$ cat src/rtl/student_dispatch4way.sv
// student_dispatch4way: valid/ready front end for a 4-way demultiplexer.
// One holding register sits between a single producer and four lane consumers.
// Lanes are picked round-robin among the enabled lanes. Fire and accept can
// happen in the same cycle, so a continuously ready lane sees one word per cycle.
// Optional feature macro: DISPATCH_STEER_EN. When it is defined, the lane is
// taken from in_dest instead of round-robin. A word bound for a disabled lane
// stalls at the input.
module student_dispatch4way #(
    parameter int unsigned WIDTH = 16
) (
    input  logic             clk,
    input  logic             rst_n,
    input  logic [3:0]       lane_en,
    input  logic             in_valid,
    output logic             in_ready,
    input  logic [WIDTH-1:0] in_data,
`ifdef DISPATCH_STEER_EN
    input  logic [1:0]       in_dest,
`endif
    output logic [WIDTH-1:0] out_data,
    output logic             a_valid,
    output logic             b_valid,
    output logic             c_valid,
    output logic             d_valid,
    input  logic             a_ready,
    input  logic             b_ready,
    input  logic             c_ready,
    input  logic             d_ready,
    output logic [1:0]       sel,
    output logic             busy,
    output logic [15:0]      deliver_count
);

    localparam int unsigned LANES   = 4;
    localparam int unsigned LANE_W  = 2;
    localparam int unsigned COUNT_W = 16;

    typedef enum logic {
        EMPTY = 1'b0,
        HOLD  = 1'b1
    } state_t;

    state_t              state_q;
    state_t              state_d;
    logic [WIDTH-1:0]    data_q;
    logic [LANE_W-1:0]   sel_q;
    logic [LANE_W-1:0]   last_q;
    logic [COUNT_W-1:0]  count_q;

    logic [LANES-1:0]    lane_ready;
    logic                fire;
    logic                accept;
    logic                target_ok;
    logic                can_take;
    logic [LANE_W-1:0]   pick;

    assign lane_ready = {d_ready, c_ready, b_ready, a_ready};

    // Fire: the held word is taken by its own lane; other lanes' readys are ignored.
    assign fire   = (state_q == HOLD) && lane_ready[sel_q];
    assign accept = in_valid && can_take;

`ifdef DISPATCH_STEER_EN
    // Steering: the producer names the lane. A word for a disabled lane stalls.
    always_comb begin
        pick      = in_dest;
        target_ok = lane_en[in_dest];
    end
`else
    logic rr_found;

    // Round-robin: take the first enabled lane after last, wrapping 3 to 0.
    always_comb begin
        pick     = '0;
        rr_found = 1'b0;
        for (int i = 1; i <= int'(LANES); i++) begin
            if (!rr_found && lane_en[LANE_W'(last_q + LANE_W'(i))]) begin
                pick     = LANE_W'(last_q + LANE_W'(i));
                rr_found = 1'b1;
            end
        end
        target_ok = |lane_en;
    end
`endif

    // The register can take a word when it is empty or is being emptied this cycle.
    always_comb begin
        can_take = ((state_q == EMPTY) || fire) && target_ok;
    end

    // State register.
    always_ff @(posedge clk or negedge rst_n) begin
        if (!rst_n) begin
            state_q <= EMPTY;
        end else begin
            state_q <= state_d;
        end
    end

    // Next state: an accept always leaves the register full. A lone fire empties it.
    always_comb begin
        state_d = state_q;
        if (accept) begin
            state_d = HOLD;
        end else if (fire) begin
            state_d = EMPTY;
        end
    end

    // Outputs: lane valids decode sel gated by busy, the same decode as dmux4way with in=busy.
    always_comb begin
        busy     = 1'b0;
        in_ready = 1'b0;
        a_valid  = 1'b0;
        b_valid  = 1'b0;
        c_valid  = 1'b0;
        d_valid  = 1'b0;
        busy     = (state_q == HOLD);
        in_ready = can_take;
        a_valid  = busy && (sel_q == 2'd0);
        b_valid  = busy && (sel_q == 2'd1);
        c_valid  = busy && (sel_q == 2'd2);
        d_valid  = busy && (sel_q == 2'd3);
    end

    // Holding register and lane pointers. The data and sel values stay put after a fire.
    always_ff @(posedge clk or negedge rst_n) begin
        if (!rst_n) begin
            data_q <= '0;
            sel_q  <= '0;
            last_q <= LANE_W'(LANES - 1);
        end else if (accept) begin
            data_q <= in_data;
            sel_q  <= pick;
            last_q <= pick;
        end
    end

    // Delivered-word counter; it wraps at 2^16.
    always_ff @(posedge clk or negedge rst_n) begin
        if (!rst_n) begin
            count_q <= '0;
        end else if (fire) begin
            count_q <= count_q + COUNT_W'(1);
        end
    end

    assign out_data      = data_q;
    assign sel           = sel_q;
    assign deliver_count = count_q;

endmodule

$ cat config.mk
export PLATFORM = sky130hd
export DESIGN_NAME = student_dispatch4way
export DESIGN_NICKNAME = d
export VERILOG_FILES = /design/src/rtl/student_dispatch4way.sv
export SDC_FILE = /design/constraint.sdc
export NUM_CORES = 1
export LEC_CHECK = 0
export CORE_MARGIN = 4
export CORE_UTILIZATION = 43
export CTS_BUF_LIST = sky130_fd_sc_hd__clkbuf_8 sky130_fd_sc_hd__clkbuf_16
export CTS_CLUSTER_SIZE = 14
export DETAILED_ROUTE_END_ITERATION = 16
export PLACE_DENSITY = 0.8
export SLEW_MARGIN = 5
export SYNTH_ARGS = -nofsm -noshare
export SYNTH_HDL_FRONTEND = slang
export SYNTH_SLANG_ARGS = --single-unit
$ cat constraint.sdc
create_clock -name clk -period 2 [get_ports clk]
set_clock_uncertainty 0.2 [all_clocks]
set_input_delay 0.2 -clock clk [delete_from_list [all_inputs] [get_ports clk]]
set_output_delay 0.2 -clock clk [all_outputs]
set_load 0.02 [all_outputs]
Word-level counts from Yosys, hierarchy flattened --
Cells that the tools add are included.
Cells by class: add/subtract/negate cells 4, order comparisons 5, equal/unequal tests 3, muxes and demuxes 19, bitwise operators 1, reductions and logical operators 17
Operators with widths (number):
- $add A16 B1 Y16 const B | 1
- $lt A2 B3 Y1 const B | 5
- $bmux W1 S2 | 5
- $logic_and A1 B1 Y1 | 10
- $mux W1 | 10
- $mux W2 | 4
- $add A2 B2 Y2 const B | 2
- $eq A2 B2 Y1 const B | 2
- $reduce_or A4 Y1 | 1
- $logic_not A1 Y1 | 3
- $add A2 B1 Y2 const B | 1
- $eq A2 B1 Y1 const B | 1
- $logic_not A2 Y1 | 1
- $reduce_bool A2 Y1 | 1
- $logic_or A1 B1 Y1 | 1
- $not A1 Y1 | 1
Storage, ports and cells: flip-flop bits (word level) 37, input bits 27, output and inout bits 40, logic and storage cells 54

Depth between registers and ports, before layout --
Gate-level depths: netlist of the first run.
word-level depth 13, mapped depth 6, mapped depth without buffers 4

Worst setup path after synthesis of the first run --
OpenSTA, ideal clock, no wires.
kind reg2reg, from register sel_q[0] (netlist: sel[0]), to register data_q[0] (netlist: out_data[0]), setup time 0.116 ns, arrival 1.668 ns, data required time 1.684 ns, slack 0.015 ns, stages on the path, launching flop included 7, buffers on the path 2, clock period less this slack 1.985 ns, cells stage by stage dfrtp_1 mux4_2 o21a_1 buf_6 buf_6 nand2_1 nand2_1
Between the ends: word-level cells in the longest chain between the ends 6
RTL lines:
- start: declaration | line 46 | logic [LANE_W-1:0] sel_q;
- start signal: assignment | line 134 | sel_q <= pick;
- $bmux W1 S2 | line 60 | assign fire = (state_q == HOLD) && lane_ready[sel_q];
- $mux W1 (implied by the code) | line 60
- $logic_and A1 B1 Y1 | line 60
- $logic_or A1 B1 Y1 | line 88 | can_take = ((state_q == EMPTY) || fire) && target_ok;
- $logic_and A1 B1 Y1 | line 88
- $logic_and A1 B1 Y1 | line 61 | assign accept = in_valid && can_take;
- end signal: assignment | line 133 | data_q <= in_data;
- end: declaration | line 45 | logic [WIDTH-1:0] data_q;
No other way between the ends. The select of a mux whose other input is x is not followed. A chain may end at the register's enable or synchronous reset.

Final worst setup path of the first run --
from register sel_q[0] (netlist: sel[0]), to register data_q[9] (netlist: out_data[9])
Same word-level chain as after synthesis.

==> impl_metrics.yaml, run 1 <==
status:
  outcome: "completed"
setup_path:
  cp.arrival_ps: 1880
  worstPathMaxFanout: 8
  reg2reg_slack_ps: 90
  required_ps: 1970
  worst_path_max_delay_cell: "mux4_2"
  critPathLaunchType: "flip-flop"
  critical_path_class: "flip-flop to flip-flop"
  slowest_delay_ps: 520
  end_kind: "flip-flop"
  crit_chain: "mux4_2 -> buf_4 -> o21a_2 -> buf_4 -> nand2_1 -> nand2_1"
final_layout:
  layout-drive-gt1-share_pct: 13.4
  area_growth_pct: 51.3
  nets: 273
  fin_util_pct: 67.9
  diodes: 0
sta:
  finalHoldViolations: 0
  finalCritPeriodShare_pct: 95.5
  setup-violations-final: 0
  fin_crit_ps: 1910
  slew_headroom_pct: 69.4
  fmax_mhz: 523
  hold_ws_ps: 240
  worstMarginPinSlew_ps: 459
  slew_viol_final: 0
  rsz0062_at_grt: "false"
clock_network:
  cts_buffers: 5
  cts_tree: "yes"
  clk_pin_slew_ps: 70
  clock-sinks: 37
  htreeDepth: 2
  clk_latency_ps: 280
  ctsLongestPathBuffers: 2
  clockRootBuffer: "clkbuf_8"
power_and_ir_drop:
  p_leak_nw: 1.22
  clkPwrFrac_pct: 14.2
  sw_frac_of_total_pct: 38.5
  peakVddDrop_mv: 0.733
  power_density_nw_per_um2: 1340
  report.power.total_mw: 3.38
  internal-power_mw: 2.08
  p_sw_mw: 1.30
  pwr-share-seq_pct: 35.8
  combPwrFrac_pct: 50.0
place:
  dp_hpwl_um: 3040
  place_congestion: 0.742
  port_buffers: 66
logic_synthesis:
  avgSynthCellArea_um2: 10.2
  synth_cells: 163
  yosysUniqueCellTypes: 31
  synth_top_area_cell: "dfrtp_1"
  synth_edf_count: 0
  yosysTopAreaCellShare_pct: 52.5
  ys.flop_type: "dfrtp_1"
  ys_ff_latch: 37
  ys_async_sr_fraction_pct: 100
  ys_warn_count: 0
  ys_seq_area_share_pct: 55.6
  synth_area_um2: 1670
  synth_nets: 191
  ys_top_cells_by_area: "dfrtp_1, nand2_1, xnor2_1"
global_route:
  grt_pass1_wl_um: 6560
  grtUsageTotal_pct: 16.6
  grt_antenna_before_repair: 0
  grt_pass1_vias: 1455
  grt_max_degree: 38
  overflow: 0
die:
  rows: 22
  ioPinCount: 67
  fp.dieW_um: 70.3
  die_h_um: 70.3
  start_util_pct: 44.9
  core_um2: 3720
  dieArea_um2: 4940
detailed_routing:
  drtAntennaViolNets: 0
  drc: 0
  wire_per_inst_um: 13.1
  vias_per_cell: 4.87
  drtIter0Drc: 85
  firstDrtPassIters: 4
  wirelength_um: 3860
  vias: 1432
flow_run:
  max_cap_viol_count: 0
min_path:
  hold_path_class: "input port to flip-flop"
-- logic make-up after synthesis --
logic type	Yosys count	synth area share, %
compound gates	14	6.15
buf+inv	10	4.72
xor+xnor	15	7.87
mux	3	2.70
simple gates	83	22.2
flops	37	55.6
fa+ha+maj	1	0.750
-- area by class of cell --
type	instances	area, um^2
tap	48	60.1
timing repair buffer	82	779
fill	319	1190
clock inverter	3	12.5
inverter	3	11.3
multi-input combinational	116	664
sequential	37	928
clock buffer	5	68.8
-- power groups by stage --
stage	Sequential (mW)	Clock [mW]	Combinational, mW
final	1.21	0.479	1.69
after global routing	1.26	0.532	1.84
after CTS	1.22	0.494	1.72
after detailed placement	1.23	0	1.73
after global placement	1.21	0	1.70
after floorplan	1.52	0	0.582
-- through the flow --
stage,std cells,worst slack [ps],TNS [ps],instance area (um^2)
2_1_floorplan,163,15.1,0,1670
4_1_cts,294,9.57,0,2510
5_1_grt,294,2.68,0,2520
3_5_place_dp,285,-175,-2640,2430
3_3_place_gp,285,-170,-1780,2430
6_report,294,89.5,0,2520
-- state kept, by name, indices dropped and copies added, names as in the netlist --
signal	flops
last_q	2
sel	2
out_data	16
deliver_count	16
busy	1
-- per-layer routing --
layer | global-route usage [%] | part of all wire (%) | up-vias
li1 | - | - | 704
met1 | 18.7 | 40 | 683
met2 | 28.5 | 51 | 43
met3 | 7.48 | 8.3 | 2
met4 | 3.83 | 0.26 | 0
met5 | 0 | 0 | -
-- final timing paths --
check / start / depth (start not counted) / endpoint
setup / recovery: sel[0] / 6 / out_data[9]
hold / removal: in_data[15] / 3 / out_data[15]
setup reg to reg: sel[0] / 6 / out_data[9]
hold reg to reg: deliver_count[15] / 1 / deliver_count[15]
max in group asynchronous: rst_n / 3 / last_q[1]
min in group asynchronous: rst_n / 3 / deliver_count[6]
-- cell usage after synthesis (all sizes together), types with 3 or more instances --
| cell type | n |
|---|---|
| and3 | 5 |
| nor2 | 5 |
| inv | 3 |
| a21oi | 3 |
| o21ai | 3 |
| and4 | 3 |
| buf | 6 |
| nand3 | 5 |
| dfrtp | 35 |
| nand4 | 5 |
| nand2 | 57 |
| xnor2 | 14 |
-- cell usage in the layout, fill, tap and decap left out --
master,synthesis,routed
nor3_1,1,1
o41a_1,1,1
a31oi_1,1,1
and4_1,3,2
nand3_1,5,5
nand4_1,4,4
dlygate4sd2_1,0,1
buf_4,1,15
clkdlybuf4s50_1,0,60
and3_1,5,5
nand4_2,1,1
and4_2,0,1
nor2_1,5,5
dlymetal6s2s_1,0,3
buf_2,0,2
mux4_2,1,1
o21a_2,0,1
inv_1,3,5
a21oi_1,3,3
o21ai_0,2,2
ha_1,1,1
xor2_1,1,1
clkbuf_8,0,5
dlygate4sd3_1,0,1
mux2_2,2,2
nand2_1,57,57
o21a_1,2,1
a21boi_1,1,1
o211ai_2,1,1
clkinv_2,0,1
o21ai_2,1,1
dfstp_2,2,2
nand2b_1,1,1
nor2b_1,1,1
a22oi_1,1,1
dfrtp_1,35,35
a211o_1,1,1
xnor2_1,14,14
-- critical path: cells and delay by family, from the launching register on --
family          cells  cell delay (ps)
simple gates        2              120
buf+inv             2              340
flops               1              380
compound gates      1              240
mux                 1              520
-- timing repair --
item,4_1_cts,5_1_grt
setup buffers,0,0
resized for setup,5,5
cloned,0,0
endpoints found under the hold margin,35,0
hold buffers,1,0
endpoints found under the setup margin,2,7
(Power assumes the default switching activity.)
==> run 2: changes to the inputs <==
PLACE_DENSITY = not set   (was 0.8)
PLACE_DENSITY_LB_ADDON = 0.3   (was not set)
==> impl_metrics.yaml, run 2 (synthesis results as in run 1) <==
clock_network:
  ctsLongestPathBuffers: 2
  clk_pin_slew_ps: 70
  clk_latency_ps: 280
  clockRootBuffer: "clkbuf_8"
  cts_buffers: 5
  clock-sinks: 37
  htreeDepth: 2
  cts_tree: "yes"
setup_path:
  cp.arrival_ps: 1890
  critical_path_class: "flip-flop to flip-flop"
  r2r_cells: 6
  critPathBufInv: 2
  critPathLaunchType: "flip-flop"
  slowest_delay_ps: 530
  end_kind: "flip-flop"
  required_ps: 1980
  r2r-end: "out_data[8]"
  rr_startpoint: "sel[0]"
  crit_family: "multiplexers"
  cp-endpoint: "out_data[8]"
  crit_path_start: "sel[0]"
  worst_path_max_delay_cell: "mux4_2"
  reg2reg_slack_ps: 90
  worstPathMaxFanout: 11
  crit_chain: "mux4_2 -> buf_4 -> o21a_2 -> buf_4 -> nand2_1 -> nand2_1"
  cp.depth: 6
die:
  dieArea_um2: 4940
  die_h_um: 70.3
  rows: 22
  ioPinCount: 67
  core_um2: 3720
  fp.dieW_um: 70.3
  start_util_pct: 44.9
final_layout:
  layout-drive-gt1-share_pct: 12.0
  ff_latch_area_um2: 928
  fill_cells: 315
  diodes: 0
  area_growth_pct: 52.2
  mostFrequentLayoutCells: "clkdlybuf4s50_1, nand2_1, dfrtp_1"
  multiInputGateArea_um2: 663
  layout_commonest_cell: "clkdlybuf4s50_1"
  nets: 269
sta:
  fin_crit_ps: 1910
  slew_viol_final: 0
  setup-violations-final: 0
  fin_ws_ps: 88.6
  finalHoldViolations: 0
  finalCritPeriodShare_pct: 95.6
  fmax_mhz: 523
  slew_headroom_pct: 70.3
  worstMarginPinSlew_ps: 446
  rsz0062_at_grt: "false"
flow_run:
  max_cap_viol_count: 0
detailed_routing:
  drc: 0
  firstDrtPassIters: 3
  wirelength_um: 3680
  vias: 1393
  drtIter0Drc: 69
  wire_per_inst_um: 12.7
  vias_per_cell: 4.80
  drtAntennaViolNets: 0
place:
  port_buffers: 66
  dp_slack_ps: -202
  place_congestion: 0.731
  dp_hpwl_um: 2800
power_and_ir_drop:
  peakVddDrop_mv: 0.778
  power_density_nw_per_um2: 1380
  report.power.total_mw: 3.52
  p_leak_nw: 1.22
min_path:
  hp-start: "in_data[9]"
  hold_path_class: "input port to flip-flop"
global_route:
  grt_pass1_wl_um: 6340
  grt_pass1_vias: 1441
  overflow: 0
  grt_max_degree: 38
  grtUsageTotal_pct: 16.1
  grt_antenna_before_repair: 0
status:
  outcome: "completed"
run 2: changes by cell type in the layout (fill, tap and decap cells not counted), sizes merged:
cell,change
inv,-1
clkinv,-1
clkbuf,+1
bufinv,+1
buf,-4
run 2: layout make-up:
type	count	share of cell area, %
clock inverters	2	1.33
repair buffers	78	30.0
well taps	48	2.36
clock buffers	6	3.25
flip-flops and latches	37	36.5
inverters	3	0.443
multi-input cells	116	26.1
run 2: where the power goes:
part           total [mW]  switching [mW]  internal (mW)
Clock               0.651           0.250          0.401
Sequential           1.21           0.184           1.02
Combinational        1.66           0.855          0.806
Total                3.52            1.29           2.23
run 2: worst reg2reg max path, cell delays in order, from the launching register on:
cell and delay [ps]:
dfrtp_1 370, mux4_2 530, buf_4 180, o21a_2 230
buf_4 180, nand2_1 80, nand2_1 50
run 2: routing by layer:
layer	up-vias	share of wire, %	global-route usage [%]
met1	657	42	18.2
li1	694	-	-
met4	0	0.38	4.47
met5	-	0	0
met3	2	6.9	6.62
met2	40	51	27.7
run 2: worst min-delay path by stage:
| stage | endpoint | slack [ps] | cells past startpoint |
|---|---|---|---|
| 3_5_place_dp | deliver_count[3] | 70 | 2 |
| 2_1_floorplan | busy | -300 | 0 |
| 6_report | out_data[9] | 240 | 3 |
| 3_3_place_gp | deliver_count[3] | 70 | 2 |
| 5_1_grt | out_data[11] | 240 | 3 |
| 4_1_cts | out_data[9] | 230 | 3 |
run 2: repair_timing:
action / 4_1_cts / 5_1_grt
hold endpoints to repair: 35 / 0
endpoints found under the setup margin: 2 / 5
setup buffers: 0 / 0
gates resized for setup: 5 / 4
hold buffers: 1 / 0
run 2: per-stage QoR:
stage | cell area, um^2 | hold WS [ps] | std cells | TNS [ps] | util [%]
after floorplan | 1670 | -296 | 163 | 0 | -
after global placement | 2410 | 66.7 | 281 | -2780 | 64.9
after detailed placement | 2410 | 67.9 | 281 | -3460 | 64.9
after CTS | 2530 | 231 | 290 | 0 | 68.1
after global routing | 2540 | 239 | 290 | 0 | 68.4
final | 2540 | 239 | 290 | 0 | 68.4
==> RTL edit 1: new RTL, flow settings as in run 2 <==
Make the reset (`rst_n`) synchronous in 3 clocked blocks.
--- a/src/rtl/student_dispatch4way.sv
+++ b/src/rtl/student_dispatch4way.sv
@@ -91,3 +91,3 @@
     // State register.
-    always_ff @(posedge clk or negedge rst_n) begin
+    always_ff @(posedge clk) begin
         if (!rst_n) begin
@@ -126,3 +126,3 @@
     // Holding register and lane pointers. The data and sel values stay put after a fire.
-    always_ff @(posedge clk or negedge rst_n) begin
+    always_ff @(posedge clk) begin
         if (!rst_n) begin
@@ -139,3 +139,3 @@
     // Delivered-word counter; it wraps at 2^16.
-    always_ff @(posedge clk or negedge rst_n) begin
+    always_ff @(posedge clk) begin
         if (!rst_n) begin
Formal check against the unedited RTL: differs if rst_n is asserted again (counterexample within 4 cycles, from zero or initial values and one cycle with rst_n low); with rst_n held inactive, the same outputs for 10 cycles.
==> RTL edit 1 against run 2 <==
The flow now finishes with violations (setup timing); count of clock-buffer cells in the layout is 1 lower; fmax shrank 8.8%; worst setup slack worse by 0.18 ns; critical path depth decreased by 2; first-iteration DRC count grew 22%; wire length up 18%; area after synthesis is 0.75% lower; sequential cell count stayed put; final area is 6.2% higher; via count up 22%.
Power is not compared: it rests on default switching activity, and its combinational part moved more than twofold at a synthesized area within 25%.
==> RTL edit 1: results (changes against run 2) <==
[worst_setup_path]
endpoint = in_ready
cp_max_fo = 2  ; -9
r2r_cells = 7  ; +1
timing.rr.end = sel[1]

[place]
post-place-ws_ns = -0.4508  ; -0.2487 ns
dp_hpwl_um = 2988  ; +6.8%
dp.cells = 315  ; +12%

[worst_hold_path]
min_path_type = reg -> reg
holdPathStages = 2  ; -1
hp-start = out_data[6]
hold_end = out_data[6]

[sta]
setup_ws_ns = -0.09607  ; -0.1847 ns
worstMarginPinSlew_ns = 0.3425  ; -0.1035 ns
setup-violations-final = 20  ; +20
whs_ns = 0.2596  ; +0.02076 ns
tns_ns = -0.7950  ; -0.7950 ns

[route]
wl_met3_um = 298  ; +17%
wl_met2_um = 2127  ; +13%
drt_iter0_markers = 84  ; +22%

[synth]
synthXorXnorAreaFrac = 0.03172  ; -0.04699
netlist_instances = 199  ; +22%
synth_fa_ha_area_frac = 0.007553  ; +0.00005662
syn_area_per_cell_sq_um = 8.325  ; -19%
synth-compound-area-share = 0.1443  ; +0.08279
yosysSeqAreaShare = 0.4471  ; -0.1091
async_reset_ff_frac = 0  ; -1.000
ys.flop_type = dfxtp_1

[run_status]
violations = setup timing
status = finished, violations left

[finish]
fillCellCount = 284  ; -9.8%
nNonClkBuffers = 87  ; +12%
nets = 308  ; +14%
buf_share = 0.3186  ; +0.01879
final_cells = 327  ; +13%
drive_gt1_frac = 0.2043  ; +0.08447
clock_area_frac = 0.02737  ; -0.01842
final_core_utilization = 0.7313  ; +0.04751

[global_route]
grt_max_degree = 36  ; -5.3%

==> RTL edit 1: changes by cell type in the layout (fill, tap and decap cells not counted), moves of 5 or more <==
cell and change:
o21ai_0 +8, dfrtp_1 -35, nand2_1 -28, dfxtp_1 +35, buf_4 +6, o21ai_1 +9
a21oi_2 +5, xor2_1 +5, nand3_1 +15, xnor2_1 -14
==> RTL edit 1: kinds of logic (layout without fill, tap and decap cells) <==
family / Yosys count / count (layout)
simple gates: 96 / 97
fa+ha+maj: 1 / 1
flops: 37 / 37
buf+inv: 16 / 95
compound gates: 42 / 42
xor+xnor: 6 / 6
mux: 1 / 1
==> RTL edit 1: repair_timing <==
item,4_1_cts,5_1_grt
pin swaps,3,13
gates cloned,1,1
setup buffers,1,3
gates resized for setup,11,33
endpoints found under the setup margin,24,30
==> RTL edit 2: new RTL, flow settings as in run 2 <==
Made on the original files. Add a define of `DISPATCH_STEER_EN`.
--- a/src/rtl/student_dispatch4way.sv
+++ b/src/rtl/student_dispatch4way.sv
@@ -7,2 +7,4 @@
 // stalls at the input.
+`define DISPATCH_STEER_EN
+
 module student_dispatch4way #(
Interface: changed (added in_dest); port bits go from 67 to 69. The function was not compared with the original's and may differ.
==> RTL edit 2 against run 2 <==
Total power shrank 9.6%; worst setup slack got worse by 0.15 ns; area after synthesis down 7.0%; fmax shrank 7.5%; sequential power decreased by 11%; non-clock buffer count increased by 2; combinational power shrank 19%; critical endpoint is now out_data[12]; wire length is 0.27% lower; final area rose by 0.44%; the flow now finishes with violations (setup timing); clock power is 16% higher; global-route usage up 2.5 points; sequential cell count down 2; core utilization rose by 6.3 points.
==> RTL edit 2: results (changes against run 2) <==
[run_status]
status = finished, violations left
violations = setup timing

[route]
vias_per_cell = 4.832  ; +0.59%
drt_first_pass_iters = 4  ; +1
avgRoutedWirePerCell_um = 15.04  ; +19%
drt_iter0_markers = 34  ; -51%

[place]
placed_area_sq_mm = 0.002377  ; -1.5%
port_buffers = 68  ; +3.0%
dp_hpwl_um = 2807  ; +0.35%
place.gp.congestion = 0.7802  ; +6.8%

[finish]
clock_area_frac = 0.05343  ; +0.007641
final_cells = 244  ; -16%
nNonClkBuffers = 80  ; +2.6%
inverters_excl_clock = 3  ; unchanged
fillCellCount = 222  ; -30%
drive_gt1_frac = 0.2374  ; +0.1175
nets = 227  ; -16%
multi_input_area_sq_um = 669.4  ; +0.94%
seq_share = 0.3441  ; -0.02122
final_core_utilization = 0.7473  ; +0.06342
multi_input_gates = 72  ; -38%
buf_share = 0.3132  ; +0.01338

[sta]
slew_headroom = 0.7150  ; +0.01229
setup_ws_ns = -0.06564  ; -0.1543 ns
setup-violations-final = 17  ; +17
tns_ns = -0.8435  ; -0.8435 ns

[clock_network]
clock_sinks = 35  ; -5.4%
clock_path_buffers = 2  ; unchanged
cts_resized = 14  ; +9
insertion_delay_ns = 0.29
cts_setup_buffers = 1  ; +1
cts_root_buf = clkbuf_8
clkTransAtPathRegs_ns = 0.07  ; about the same

[global_route]
grt_use_met2 = 0.2912  ; +0.01471
grt_util_met1 = 0.2042  ; +0.02245
track_usage = 0.1852  ; +0.02457
first_global_vias = 1288  ; -11%
grtUsageMet3 = 0.08703  ; +0.02084
grt_pass1_wl_um = 6058  ; -4.5%
grt_max_degree = 36  ; -5.3%

[synth]
ys_top_cells_by_area = dfrtp_1 56%, mux2_4 9.7%, mux2_2 6.5%
syn-cell-area_sq_mm = 0.001553  ; -7.0%
yosysSeqAreaShare = 0.5641  ; +0.007839
yosys_warnings = 0  ; unchanged
ys_top_cells_by_count = 35 x dfrtp_1, 10 x mux2_4, 9 x mux2_2, 9 x xnor2_1, 8 x nand2_1
async_reset_ff_frac = 1.000  ; unchanged
synth.net_count = 141  ; -26%
netlist_instances = 111  ; -32%
yosysUniqueCellTypes = 22  ; -29%

[power]
peakVddDrop_mv = 0.9249  ; +19%
power_leakage_nw = 1.184  ; -3.1%

[worst_setup_path]
r2r_cells = 6  ; unchanged
crit_arrival_ns = 2.04  ; +0.15 ns
timing.rr.end = out_data[12]
cp_max_fo = 10  ; -1
r2r-start = sel[0]

[worst_hold_path]
min_path_type = in -> async

## RTL edit 2: critical path, cell delays in order, from the launching register on
cell and delay [ns]:
dfrtp_2 0.39, mux4_2 0.52, nand2b_4 0.17, buf_6 0.12
nand3_4 0.10, buf_12 0.16, mux2_4 0.30
## RTL edit 2: worst max-delay path by stage
stage | cells past startpoint | to | from | slack (ns)
global placement | 5 | in_ready | a_ready | -0.34
CTS | 6 | out_data[12] | sel[0] | -0.06
detailed placement | 5 | in_ready | a_ready | -0.35
global route | 6 | out_data[12] | sel[0] | -0.12
floorplan | 5 | sel[0] | sel[0] | -0.10
finish | 6 | out_data[12] | sel[0] | -0.07
## RTL edit 2: per-stage QoR
stage          setup WS (ns)  hold WS [ns]
2_1_floorplan        -0.1002       -0.2956
3_3_place_gp         -0.3422        0.2543
3_5_place_dp         -0.3531        0.2733
4_1_cts             -0.06493        0.1188
5_1_grt              -0.1245        0.1594
6_report            -0.06564        0.1131
## RTL edit 2: layer usage
| metal | wire length [um] | up-vias |
|---|---|---|
| li1 | - | 557 |
| met1 | 1336 | 562 |
| met2 | 1850 | 54 |
| met3 | 389 | 6 |
| met4 | 92 | 0 |
| met5 | 0 | - |
## RTL edit 2: power by group
part / internal, mW / total, mW / leakage, nW / switching, mW
clock: 0.497 / 0.758 / 0.0644 / 0.261
combinational: 0.770 / 1.34 / 0.695 / 0.571
sequential: 0.908 / 1.08 / 0.425 / 0.173
total: 2.17 / 3.18 / 1.18 / 1.00
## RTL edit 2: kinds of logic (layout without fill, tap and decap cells)
group                    after synthesis  in the layout  synth area share
flip-flops                            35             35            0.5641
AND/OR/NAND/NOR                       35             35            0.1354
multiplexers                          21             21            0.1910
XOR/XNOR                              15             15           0.08461
buffers and inverters                  4             91           0.01692
adder cells (fa/ha/maj)                1              1          0.008057
